[src/rtl/affine_iter_ctrl_pkg.sv]
// rtl/affine_iter_ctrl_pkg.sv - shared types and lane helpers for the affine iteration controller
package affine_ctrl_pkg;

   localparam int N_LANE = 3;
   localparam int N_ELEM = 9;

   typedef enum logic [2:0] {
      S_IDLE,
      S_ISSUE,
      S_WAIT,
      S_EMIT,
      S_DONE
   } state_t;

   // Bit offset of lane 'lane' in a packed vector of 'w'-bit lanes (lane 0 in the LSBs).
   function automatic int lane_lo(input int lane, input int w);
      return lane * w;
   endfunction

   // Bit offset of matrix element (row, col) in a row-major packed matrix (A00 in the LSBs).
   function automatic int elem_lo(input int row, input int col, input int w);
      return (row * N_LANE + col) * w;
   endfunction

endpackage

[src/rtl/affine_iter_ctrl_if.sv]
// rtl/affine_iter_ctrl_if.sv - control, datapath and emit signals of the affine iteration controller
interface affine_iter_ctrl_if import affine_ctrl_pkg::*; #(
   parameter int PRECISION = 32,
   parameter int CNT_W     = 16
);

   logic                        start;
   logic                        abort;
   logic [N_ELEM*PRECISION-1:0] a_mat;
   logic [N_LANE*PRECISION-1:0] u_vec;
   logic [N_LANE*PRECISION-1:0] x_init;
   logic [CNT_W-1:0]            n_warmup;
   logic [CNT_W-1:0]            n_iter;
   logic                        dp_tvalid;
   logic [N_ELEM*PRECISION-1:0] dp_a_mat;
   logic [N_LANE*PRECISION-1:0] dp_u;
   logic [N_LANE*PRECISION-1:0] dp_x;
   logic                        dp_valid;
   logic [N_LANE*PRECISION-1:0] dp_x_next;
   logic                        out_valid;
   logic                        out_ready;
   logic [N_LANE*PRECISION-1:0] out_x;
   logic [CNT_W-1:0]            out_idx;
   logic                        busy;
   logic                        done;
   logic                        err_timeout;

   // Controller side.
   modport master (
      input  start, abort, a_mat, u_vec, x_init, n_warmup, n_iter,
             dp_valid, dp_x_next, out_ready,
      output dp_tvalid, dp_a_mat, dp_u, dp_x, out_valid, out_x, out_idx,
             busy, done, err_timeout
   );

   // Environment side: configuration source, datapath and consumer.
   modport slave (
      output start, abort, a_mat, u_vec, x_init, n_warmup, n_iter,
             dp_valid, dp_x_next, out_ready,
      input  dp_tvalid, dp_a_mat, dp_u, dp_x, out_valid, out_x, out_idx,
             busy, done, err_timeout
   );

endinterface

[src/rtl/affine_iter_ctrl.sv]
// rtl/affine_iter_ctrl.sv - sequences warm-up and emitted iterations of an external affine datapath
module affine_iter_ctrl import affine_ctrl_pkg::*; #(
   parameter int PRECISION = 32,
   parameter int CNT_W     = 16,
   parameter int TIMEOUT   = 64
) (
   input logic          clk,
   input logic          reset,
   affine_iter_ctrl_if.master bus
);

   localparam int WD_W = $clog2(TIMEOUT + 1);

   state_t                      state;
   logic [N_ELEM*PRECISION-1:0] a_reg;
   logic [N_LANE*PRECISION-1:0] u_reg;
   logic [N_LANE*PRECISION-1:0] x_reg;
   logic [CNT_W-1:0]            nw_reg;
   logic [CNT_W-1:0]            ni_reg;
   logic [CNT_W-1:0]            emit_cnt;
   // One bit wider so warm-up plus emitted iterations never wraps.
   logic [CNT_W:0]              tot_cnt;
   logic [WD_W-1:0]             wd_cnt;
   logic                        dp_tvalid_r;
   logic                        out_valid_r;
   logic                        busy_r;
   logic                        done_r;
   logic                        err_r;

   logic [CNT_W:0]              tot_nxt;
   logic [CNT_W-1:0]            emit_nxt;

   assign tot_nxt  = tot_cnt + (CNT_W+1)'(1);
   assign emit_nxt = emit_cnt + CNT_W'(1);

   assign bus.dp_tvalid   = dp_tvalid_r;
   assign bus.dp_a_mat    = a_reg;
   assign bus.dp_u        = u_reg;
   assign bus.dp_x        = x_reg;
   assign bus.out_valid   = out_valid_r;
   assign bus.out_x       = x_reg;
   assign bus.out_idx     = emit_cnt;
   assign bus.busy        = busy_r;
   assign bus.done        = done_r;
   assign bus.err_timeout = err_r;

   // Run FSM with registered strobes; abort outranks every event in the same cycle.
   always_ff @(posedge clk) begin
      if (reset) begin
         state       <= S_IDLE;
         a_reg       <= '0;
         u_reg       <= '0;
         x_reg       <= '0;
         nw_reg      <= '0;
         ni_reg      <= '0;
         emit_cnt    <= '0;
         tot_cnt     <= '0;
         wd_cnt      <= '0;
         dp_tvalid_r <= 1'b0;
         out_valid_r <= 1'b0;
         busy_r      <= 1'b0;
         done_r      <= 1'b0;
         err_r       <= 1'b0;
      end else if (bus.abort) begin
         state       <= S_IDLE;
         dp_tvalid_r <= 1'b0;
         out_valid_r <= 1'b0;
         busy_r      <= 1'b0;
         done_r      <= 1'b0;
      end else begin
         done_r <= 1'b0;
         case (state)
            S_IDLE: begin
               if (bus.start) begin
                  a_reg    <= bus.a_mat;
                  u_reg    <= bus.u_vec;
                  x_reg    <= bus.x_init;
                  nw_reg   <= bus.n_warmup;
                  ni_reg   <= bus.n_iter;
                  emit_cnt <= '0;
                  tot_cnt  <= '0;
                  err_r    <= 1'b0;
                  busy_r   <= 1'b1;
                  if (bus.n_iter == '0) begin
                     state <= S_DONE;
                  end else begin
                     state       <= S_ISSUE;
                     dp_tvalid_r <= 1'b1;
                  end
               end
            end
            S_ISSUE: begin
               dp_tvalid_r <= 1'b0;
               // The issue cycle itself counts toward the watchdog.
               wd_cnt      <= WD_W'(1);
               state       <= S_WAIT;
            end
            S_WAIT: begin
               if (bus.dp_valid) begin
                  x_reg   <= bus.dp_x_next;
                  tot_cnt <= tot_nxt;
                  if (tot_nxt <= {1'b0, nw_reg}) begin
                     state       <= S_ISSUE;
                     dp_tvalid_r <= 1'b1;
                  end else begin
                     state       <= S_EMIT;
                     out_valid_r <= 1'b1;
                  end
               end else if (wd_cnt == WD_W'(TIMEOUT - 1)) begin
                  err_r  <= 1'b1;
                  busy_r <= 1'b0;
                  state  <= S_IDLE;
               end else begin
                  wd_cnt <= wd_cnt + WD_W'(1);
               end
            end
            S_EMIT: begin
               if (bus.out_ready) begin
                  emit_cnt    <= emit_nxt;
                  out_valid_r <= 1'b0;
                  if (emit_nxt == ni_reg) begin
                     state <= S_DONE;
                  end else begin
                     state       <= S_ISSUE;
                     dp_tvalid_r <= 1'b1;
                  end
               end
            end
            S_DONE: begin
               done_r <= 1'b1;
               busy_r <= 1'b0;
               state  <= S_IDLE;
            end
            default: begin
               state <= S_IDLE;
            end
         endcase
      end
   end

endmodule

[src/flat_wrapper.sv]
// flat-port wrapper written by rule: the top's interface ports become plain ports
module affine_iter_ctrl_flat import affine_ctrl_pkg::*;
#(
   parameter int PRECISION = 32,
   parameter int CNT_W     = 16,
   parameter int TIMEOUT   = 64
)
  (clk, reset, bus_start, bus_abort, bus_a_mat, bus_u_vec, bus_x_init, bus_n_warmup, bus_n_iter, bus_dp_valid, bus_dp_x_next, bus_out_ready, bus_dp_tvalid, bus_dp_a_mat, bus_dp_u, bus_dp_x, bus_out_valid, bus_out_x, bus_out_idx, bus_busy, bus_done, bus_err_timeout);
  affine_iter_ctrl_if #(.PRECISION(PRECISION), .CNT_W(CNT_W)) bus_i ();
  input logic clk;
  input logic reset;
  input wire logic [$bits(bus_i.start)-1:0] bus_start;
  input wire logic [$bits(bus_i.abort)-1:0] bus_abort;
  input wire logic [$bits(bus_i.a_mat)-1:0] bus_a_mat;
  input wire logic [$bits(bus_i.u_vec)-1:0] bus_u_vec;
  input wire logic [$bits(bus_i.x_init)-1:0] bus_x_init;
  input wire logic [$bits(bus_i.n_warmup)-1:0] bus_n_warmup;
  input wire logic [$bits(bus_i.n_iter)-1:0] bus_n_iter;
  input wire logic [$bits(bus_i.dp_valid)-1:0] bus_dp_valid;
  input wire logic [$bits(bus_i.dp_x_next)-1:0] bus_dp_x_next;
  input wire logic [$bits(bus_i.out_ready)-1:0] bus_out_ready;
  output wire logic [$bits(bus_i.dp_tvalid)-1:0] bus_dp_tvalid;
  output wire logic [$bits(bus_i.dp_a_mat)-1:0] bus_dp_a_mat;
  output wire logic [$bits(bus_i.dp_u)-1:0] bus_dp_u;
  output wire logic [$bits(bus_i.dp_x)-1:0] bus_dp_x;
  output wire logic [$bits(bus_i.out_valid)-1:0] bus_out_valid;
  output wire logic [$bits(bus_i.out_x)-1:0] bus_out_x;
  output wire logic [$bits(bus_i.out_idx)-1:0] bus_out_idx;
  output wire logic [$bits(bus_i.busy)-1:0] bus_busy;
  output wire logic [$bits(bus_i.done)-1:0] bus_done;
  output wire logic [$bits(bus_i.err_timeout)-1:0] bus_err_timeout;
  assign bus_i.start = bus_start;
  assign bus_i.abort = bus_abort;
  assign bus_i.a_mat = bus_a_mat;
  assign bus_i.u_vec = bus_u_vec;
  assign bus_i.x_init = bus_x_init;
  assign bus_i.n_warmup = bus_n_warmup;
  assign bus_i.n_iter = bus_n_iter;
  assign bus_i.dp_valid = bus_dp_valid;
  assign bus_i.dp_x_next = bus_dp_x_next;
  assign bus_i.out_ready = bus_out_ready;
  assign bus_dp_tvalid = bus_i.dp_tvalid;
  assign bus_dp_a_mat = bus_i.dp_a_mat;
  assign bus_dp_u = bus_i.dp_u;
  assign bus_dp_x = bus_i.dp_x;
  assign bus_out_valid = bus_i.out_valid;
  assign bus_out_x = bus_i.out_x;
  assign bus_out_idx = bus_i.out_idx;
  assign bus_busy = bus_i.busy;
  assign bus_done = bus_i.done;
  assign bus_err_timeout = bus_i.err_timeout;
  affine_iter_ctrl #(.PRECISION(PRECISION), .CNT_W(CNT_W), .TIMEOUT(TIMEOUT)) u_core (.clk(clk), .reset(reset), .bus(bus_i));
endmodule
[config.mk]
export PLATFORM = sky130hd
export DESIGN_NAME = affine_iter_ctrl_flat
export DESIGN_NICKNAME = d
export VERILOG_FILES = /design/src/rtl/affine_iter_ctrl_pkg.sv /design/src/rtl/affine_iter_ctrl_if.sv /design/src/rtl/affine_iter_ctrl.sv /design/src/flat_wrapper.sv
export SDC_FILE = /design/constraint.sdc
export NUM_CORES = 1
export LEC_CHECK = 0
export ABC_AREA = 1
export BUFFER_PORTS_ARGS = -buffer_cell sky130_fd_sc_hd__buf_2
export CAP_MARGIN = 40
export CORE_AREA = 2 2 469 471
export CTS_CLUSTER_SIZE = 25
export DETAILED_ROUTE_END_ITERATION = 8
export DIE_AREA = 0 0 471 473
export GPL_TIMING_DRIVEN = 0
export HOLD_SLACK_MARGIN = 0.06
export PLACE_DENSITY_LB_ADDON = 0.25
export SLEW_MARGIN = 20
export SYNTH_ARGS = -nofsm -noshare
export SYNTH_HDL_FRONTEND = slang
export SYNTH_SLANG_ARGS = --single-unit
export TNS_END_PERCENT = 1
[constraint.sdc]
create_clock -name clk -period 3.1 [get_ports clk]
set_clock_uncertainty 0.2 [all_clocks]
set_input_delay 0.31 -clock clk [delete_from_list [all_inputs] [get_ports clk]]
set_output_delay 0.31 -clock clk [all_outputs]
set_load 0.01 [all_outputs]
==> results.yml, run 1 <==
run_status:
  status: "completed"
routing:
  drc: 0
  wire_per_inst_microns: 21.0
  dr.pass1.iters: 7
  ant_nets: 0
  via_per_inst: 3.58
  drt_iter0_markers: 1458
  wl_mm: 164
  num_vias: 28038
clocking:
  cts_tree: "built"
  clock_latency_ns: 0.72
  clockRootBuffer: "clkbuf_16"
  clock_path_buffers: 3
  clock-sinks: 560
  cts-htree-levels: 3
  cts_inserted_buffers: 77
  clkSlewWorstSetupHoldPaths_ns: 0.06
placed_design:
  place_inst: 7033
  place_area_sq_mm: 0.0320
  dpl_worst_slack_ns: -0.869
  place_congestion: 0.889
  dp_hpwl_mm: 135
  io_buffers: 1209
worst_setup_path:
  ff2ff_setup_slack_ns: 0.04
  end_kind: "flop"
  crit_arrival_ns: 3.51
  cpPeakStageDelay_ns: 0.56
  crit_fanout: 10
  crit_slowest_cell: "dlygate4sd3_1"
  crit_family: "buffers and inverters"
  crit_chain: "nor2_1 > inv_2 > nor2_8 > clkbuf_1 > buf_1 > nand2_1 > a31oi_1 > dlygate4sd3_1"
  setup.worst_path.class: "reg -> reg"
  crit_buf_inv: 4
  cp-start-kind: "flop"
  worstPathRequired_ns: 3.55
synth:
  yosysSeqAreaShare_pct: 50.3
  synth_seq_cells: 560
  syn_nets: 3578
  ys_warn_count: 0
  syn-cell-area_sq_mm: 0.0223
  syn_avg_cell_area_sq_um: 7.57
  synth_cell_types: 41
  syn_inst: 2945
timing:
  worst_slew_pin_slew_ns: 0.845
  setup_slack_ns: 0.0400
  fin_crit_sh_pct: 98.7
  rsz0062_at_grt: "yes"
  finalHoldViolCount: 0
  max_slew_margin_pct: 43.7
  setup_viol: 0
  whs_ns: 0.103
  max_freq_mhz: 327
  tns_ns: 0
  maxSlewViolCount: 0
  fin_crit_ns: 3.06
power_and_ir_drop:
  peakVddDrop_mv: 0.380
  p_leak_nw: 19.5
  p_per_area_mw_per_mm2: 521
  total_power_mw: 21.5
finish:
  areaGrowthSynthToFinish_pct: 85.2
  stdcell_area_sq_mm: 0.0413
  fin_util_pct: 18.9
  largest_register_ffs: 288
  fin_cells: 7822
  fin_nets: 5516
  drive_above_1_share_pct: 32.2
  final_common_cell: "buf_2"
  final_cell_mix: "buf_2, nor2_1, dlygate4sd3_1"
global_routing:
  grt_pass1_wl_mm: 222
  overflow: 0
  antenna_found_initial: 21
  grt_use_total_pct: 14.1
  grt_pass1_vias: 28500
  grt_max_degree: 13
floorplan:
  rows: 172
  start_util_pct: 10.2
  io_pins: 1211
  dieHeight_microns: 473
  die_w_microns: 471
  core_area_sq_mm: 0.218
  dieArea_sq_mm: 0.223
flow_run:
  max-cap-violations: 0
min_path:
  hold_class: "in -> reg"
[tightest hold or removal path, cell delays in order]
cell and delay (ns):
clkbuf_1 0.36, nor2_1 0.17, nand2_1 0.08, nor2_1 0.04
[per-layer routing]
layer	wire, microns	vias up	track usage, %
met3	12000	175	3.81
met1	60300	13271	14.7
met5	30	-	0
li1	-	13415	-
met4	5720	6	5.48
met2	86000	1171	26.5
[area by class of cell]
| class | count | area [sq um] |
|---|---|---|
| multi-input cells | 2016 | 9250 |
| well taps | 2871 | 3590 |
| flip-flops and latches | 560 | 11200 |
| clock inverters | 27 | 368 |
| repair buffers | 1859 | 12600 |
| fillers | 24823 | 177000 |
| plain buffers | 294 | 1680 |
| inverters | 75 | 287 |
| clock buffers | 110 | 2280 |
| diodes | 10 | 25.0 |
[cells in the mapped netlist (all sizes together)]
library cell / number / area (sq um)
xor2: 14 / 123
o21ai: 517 / 2590
a211oi: 1 / 7.51
inv: 75 / 287
a221oi: 2 / 17.5
nand2: 366 / 1380
or2: 1 / 6.26
a21oi: 63 / 315
buf: 182 / 1220
nand4: 5 / 31.3
nor2: 848 / 3300
a22oi: 4 / 30.0
xor3: 1 / 23.8
and3: 2 / 12.5
a21o: 1 / 7.51
nand3: 44 / 235
o22ai: 1 / 6.26
o21a: 1 / 7.51
nand3b: 6 / 57.6
clkbuf: 112 / 420
nor4: 4 / 25.0
nor3: 5 / 25.0
and2: 3 / 18.8
a31oi: 98 / 613
ha: 19 / 238
xnor2: 8 / 70.1
o21bai: 2 / 15.0
dfxtp: 560 / 11200
[logic make-up after synthesis]
logic type | synth area share [%]
compound gates | 16.2
xor+xnor | 0.971
fa+ha+maj | 1.07
buf+inv | 8.64
flops | 50.3
simple gates | 22.8
[power by group]
group | total [mW] | internal, mW | switching [mW]
Sequential | 8.09 | 7.72 | 0.375
Clock | 9.44 | 5.50 | 3.94
Combinational | 3.99 | 1.75 | 2.24
Total | 21.5 | 15.0 | 6.56
[path summary, 6_finish.rpt]
kind / start / end / cells past startpoint
worst min-delay path: reset / u_core.bus.dp_tvalid$_SDFFE_PP0P_ / 4
worst max register to register: u_core.state[2]$_SDFFE_PP0P_ / u_core.bus.dp_x[13]$_SDFFE_PP0P_ / 8
worst min register to register: u_core.nw_reg[2]$_SDFFE_PP0P_ / u_core.nw_reg[2]$_SDFFE_PP0P_ / 2
worst max-delay path: u_core.state[2]$_SDFFE_PP0P_ / u_core.bus.dp_x[13]$_SDFFE_PP0P_ / 8
[what timing repair did]
| item | in CTS | in global routing |
|---|---|---|
| hold buffers | 634 | 0 |
| setup endpoints to repair | 379 | 46 |
| buffers inserted | 2 | 6 |
| endpoints found under the hold margin | 535 | 0 |
| pin swaps | 1 | 9 |
| gates resized for setup | 7 | 40 |
(Power assumes the default switching activity.)
==> inputs of run 2 (changes only) <==
--- a/config.mk
+++ b/config.mk
@@ -9,12 +9,13 @@
 export BUFFER_PORTS_ARGS = -buffer_cell sky130_fd_sc_hd__buf_2
 export CAP_MARGIN = 40
 export CORE_AREA = 2 2 469 471
-export CTS_CLUSTER_SIZE = 25
+export CTS_CLUSTER_SIZE = 40
 export DETAILED_ROUTE_END_ITERATION = 8
 export DIE_AREA = 0 0 471 473
 export GPL_TIMING_DRIVEN = 0
 export HOLD_SLACK_MARGIN = 0.06
 export PLACE_DENSITY_LB_ADDON = 0.25
+export RECOVER_POWER = 100
 export SLEW_MARGIN = 20
 export SYNTH_ARGS = -nofsm -noshare
 export SYNTH_HDL_FRONTEND = slang
==> results.yml, run 2 (synthesized netlist as in run 1, its figures left out) <==
timing:
  max_slew_margin_pct: 41.3
  worst_slew_pin_slew_ns: 0.881
  setup_viol: 1
  fin_crit_ns: 3.10
  maxSlewViolCount: 0
  max_freq_mhz: 322
  fin_crit_sh_pct: 100
  rsz0062_at_grt: "yes"
  setup_slack_ns: -0.00252
  finalHoldViolCount: 0
flow_run:
  max-cap-violations: 0
placed_design:
  dpl_worst_slack_ns: -0.869
  place_congestion: 0.889
  io_buffers: 1209
  dp_hpwl_mm: 135
global_routing:
  overflow: 0
  antenna_found_initial: 22
  grt_pass1_wl_mm: 222
  grt_max_degree: 13
  grt_use_total_pct: 14.1
  grt_pass1_vias: 28543
routing:
  wl_met3_mm: 12.2
  wl_met2_mm: 85.3
  wirelength_met1_mm: 60.0
  via_per_inst: 3.59
  drc: 0
  ant_nets: 0
  top_layer_used: "met5"
  num_vias: 28165
  dr.pass1.iters: 5
  wire_per_inst_microns: 20.9
  wl_mm: 164
  drt_iter0_markers: 1518
finish:
  fin_util_pct: 18.6
  final_cell_mix: "nor2_1, buf_2, clkbuf_1"
  fin_nets: 5531
  fillers: 25129
  drive_above_1_share_pct: 20.9
  largest_register_ffs: 288
  areaGrowthSynthToFinish_pct: 82.4
  final_common_cell: "nor2_1"
clocking:
  cts_tree: "built"
  cts_inserted_buffers: 78
  clock_latency_ns: 0.71
  cts-htree-levels: 3
  clkSlewWorstSetupHoldPaths_ns: 0.06
  clock-sinks: 560
  clock_path_buffers: 3
  clockRootBuffer: "clkbuf_16"
floorplan:
  dieArea_sq_mm: 0.223
  start_util_pct: 10.2
  io_pins: 1211
  die_w_microns: 471
  dieHeight_microns: 473
  core_area_sq_mm: 0.218
  rows: 172
worst_setup_path:
  worstPathRequired_ns: 3.55
  setup.worst_path.class: "reg -> reg"
  crit_fanout: 10
  end_kind: "flop"
  cp-start-kind: "flop"
  crit_arrival_ns: 3.55
min_path:
  hold_class: "in -> reg"
run_status:
  violations: "negative setup slack"
  status: "complete, but fails checks"
power_and_ir_drop:
  peakVddDrop_mv: 0.377
  p_per_area_mw_per_mm2: 528
  p_leak_nw: 17.4
[run 2: cell types whose count changed in the layout (fill, tap and decap cells not counted), sizes merged]
| cell | before | now |
|---|---|---|
| buf | 1405 | 768 |
| bufinv | 4 | 5 |
| clkbuf | 224 | 863 |
| diode | 10 | 8 |
| dlygate4sd3 | 634 | 649 |
| inv | 78 | 79 |
[run 2: final cells by class]
cell class              count  area [sq um]  share of cell area, %
repair buffers           1873         12100                   29.7
flip-flops and latches    560         11200                   27.6
multi-input cells        2016          9190                   22.6
well taps                2871          3590                   8.84
clock buffers             113          2270                   5.59
plain buffers             294          1620                   3.97
clock inverters            29           393                  0.966
inverters                  75           288                  0.708
diodes                      8          20.0                 0.0492
[run 2: where the power goes]
part           internal (mW)  switching (mW)
clock                   5.57            3.95
combinational           1.61            2.24
sequential              7.72           0.386
total                   14.9            6.57
[run 2: routing by layer]
layer,vias to the layer above,GRT usage (%)
li1,13457,-
met1,13297,14.7
met2,1183,26.5
met3,218,3.86
met4,10,5.34
met5,-,0
[run 2: path summary, 6_finish.rpt]
| check | startpoint | endpoint | slack, ns | cells after the start |
|---|---|---|---|---|
| setup / recovery | u_core.state[2]$_SDFFE_PP0P_ | u_core.bus.dp_x[13]$_SDFFE_PP0P_ | -0.003 | 8 |
| hold / removal | reset | u_core.bus.dp_tvalid$_SDFFE_PP0P_ | 0.10 | 4 |
| setup reg to reg | u_core.state[2]$_SDFFE_PP0P_ | u_core.bus.dp_x[13]$_SDFFE_PP0P_ | -0.003 | 8 |
| hold reg to reg | u_core.nw_reg[2]$_SDFFE_PP0P_ | u_core.nw_reg[2]$_SDFFE_PP0P_ | 0.26 | 2 |
[run 2: critical path: stages (launching register included)]
cell and delay (ns):
dfxtp_1 0.36, nor2_1 0.12, inv_1 0.12, nor2_8 0.15, clkbuf_1 0.28, buf_1 0.55, nand2_1 0.43, a31oi_1 0.26
dlygate4sd3_1 0.56
[run 2: timing repair]
action | CTS | global route
pin swaps | 3 | 9
hold buffers | 649 | 0
setup endpoints to repair | 379 | 46
resized for setup | 9 | 32
endpoints found under the hold margin | 535 | 0
setup buffers | 3 | 4
[run 2: through the flow]
| stage | std cells | setup TNS (ns) | total power [mW] | instance area (sq um) | hold WS, ns |
|---|---|---|---|---|---|
| 2_1_floorplan | 2945 | 0 | 9.48 | 22300 | 0.235 |
| 6_report | 7839 | -0.00252 | 21.5 | 40700 | 0.104 |
| 3_5_place_dp | 7033 | -63.88 | 11.6 | 32000 | 0.259 |
| 4_1_cts | 7827 | 0 | 22.0 | 41300 | 0.0606 |
| 3_3_place_gp | 7025 | -340.59 | 11.6 | 31900 | 0.256 |
| 5_1_grt | 7835 | -9.23 | 22.4 | 40600 | 0.114 |
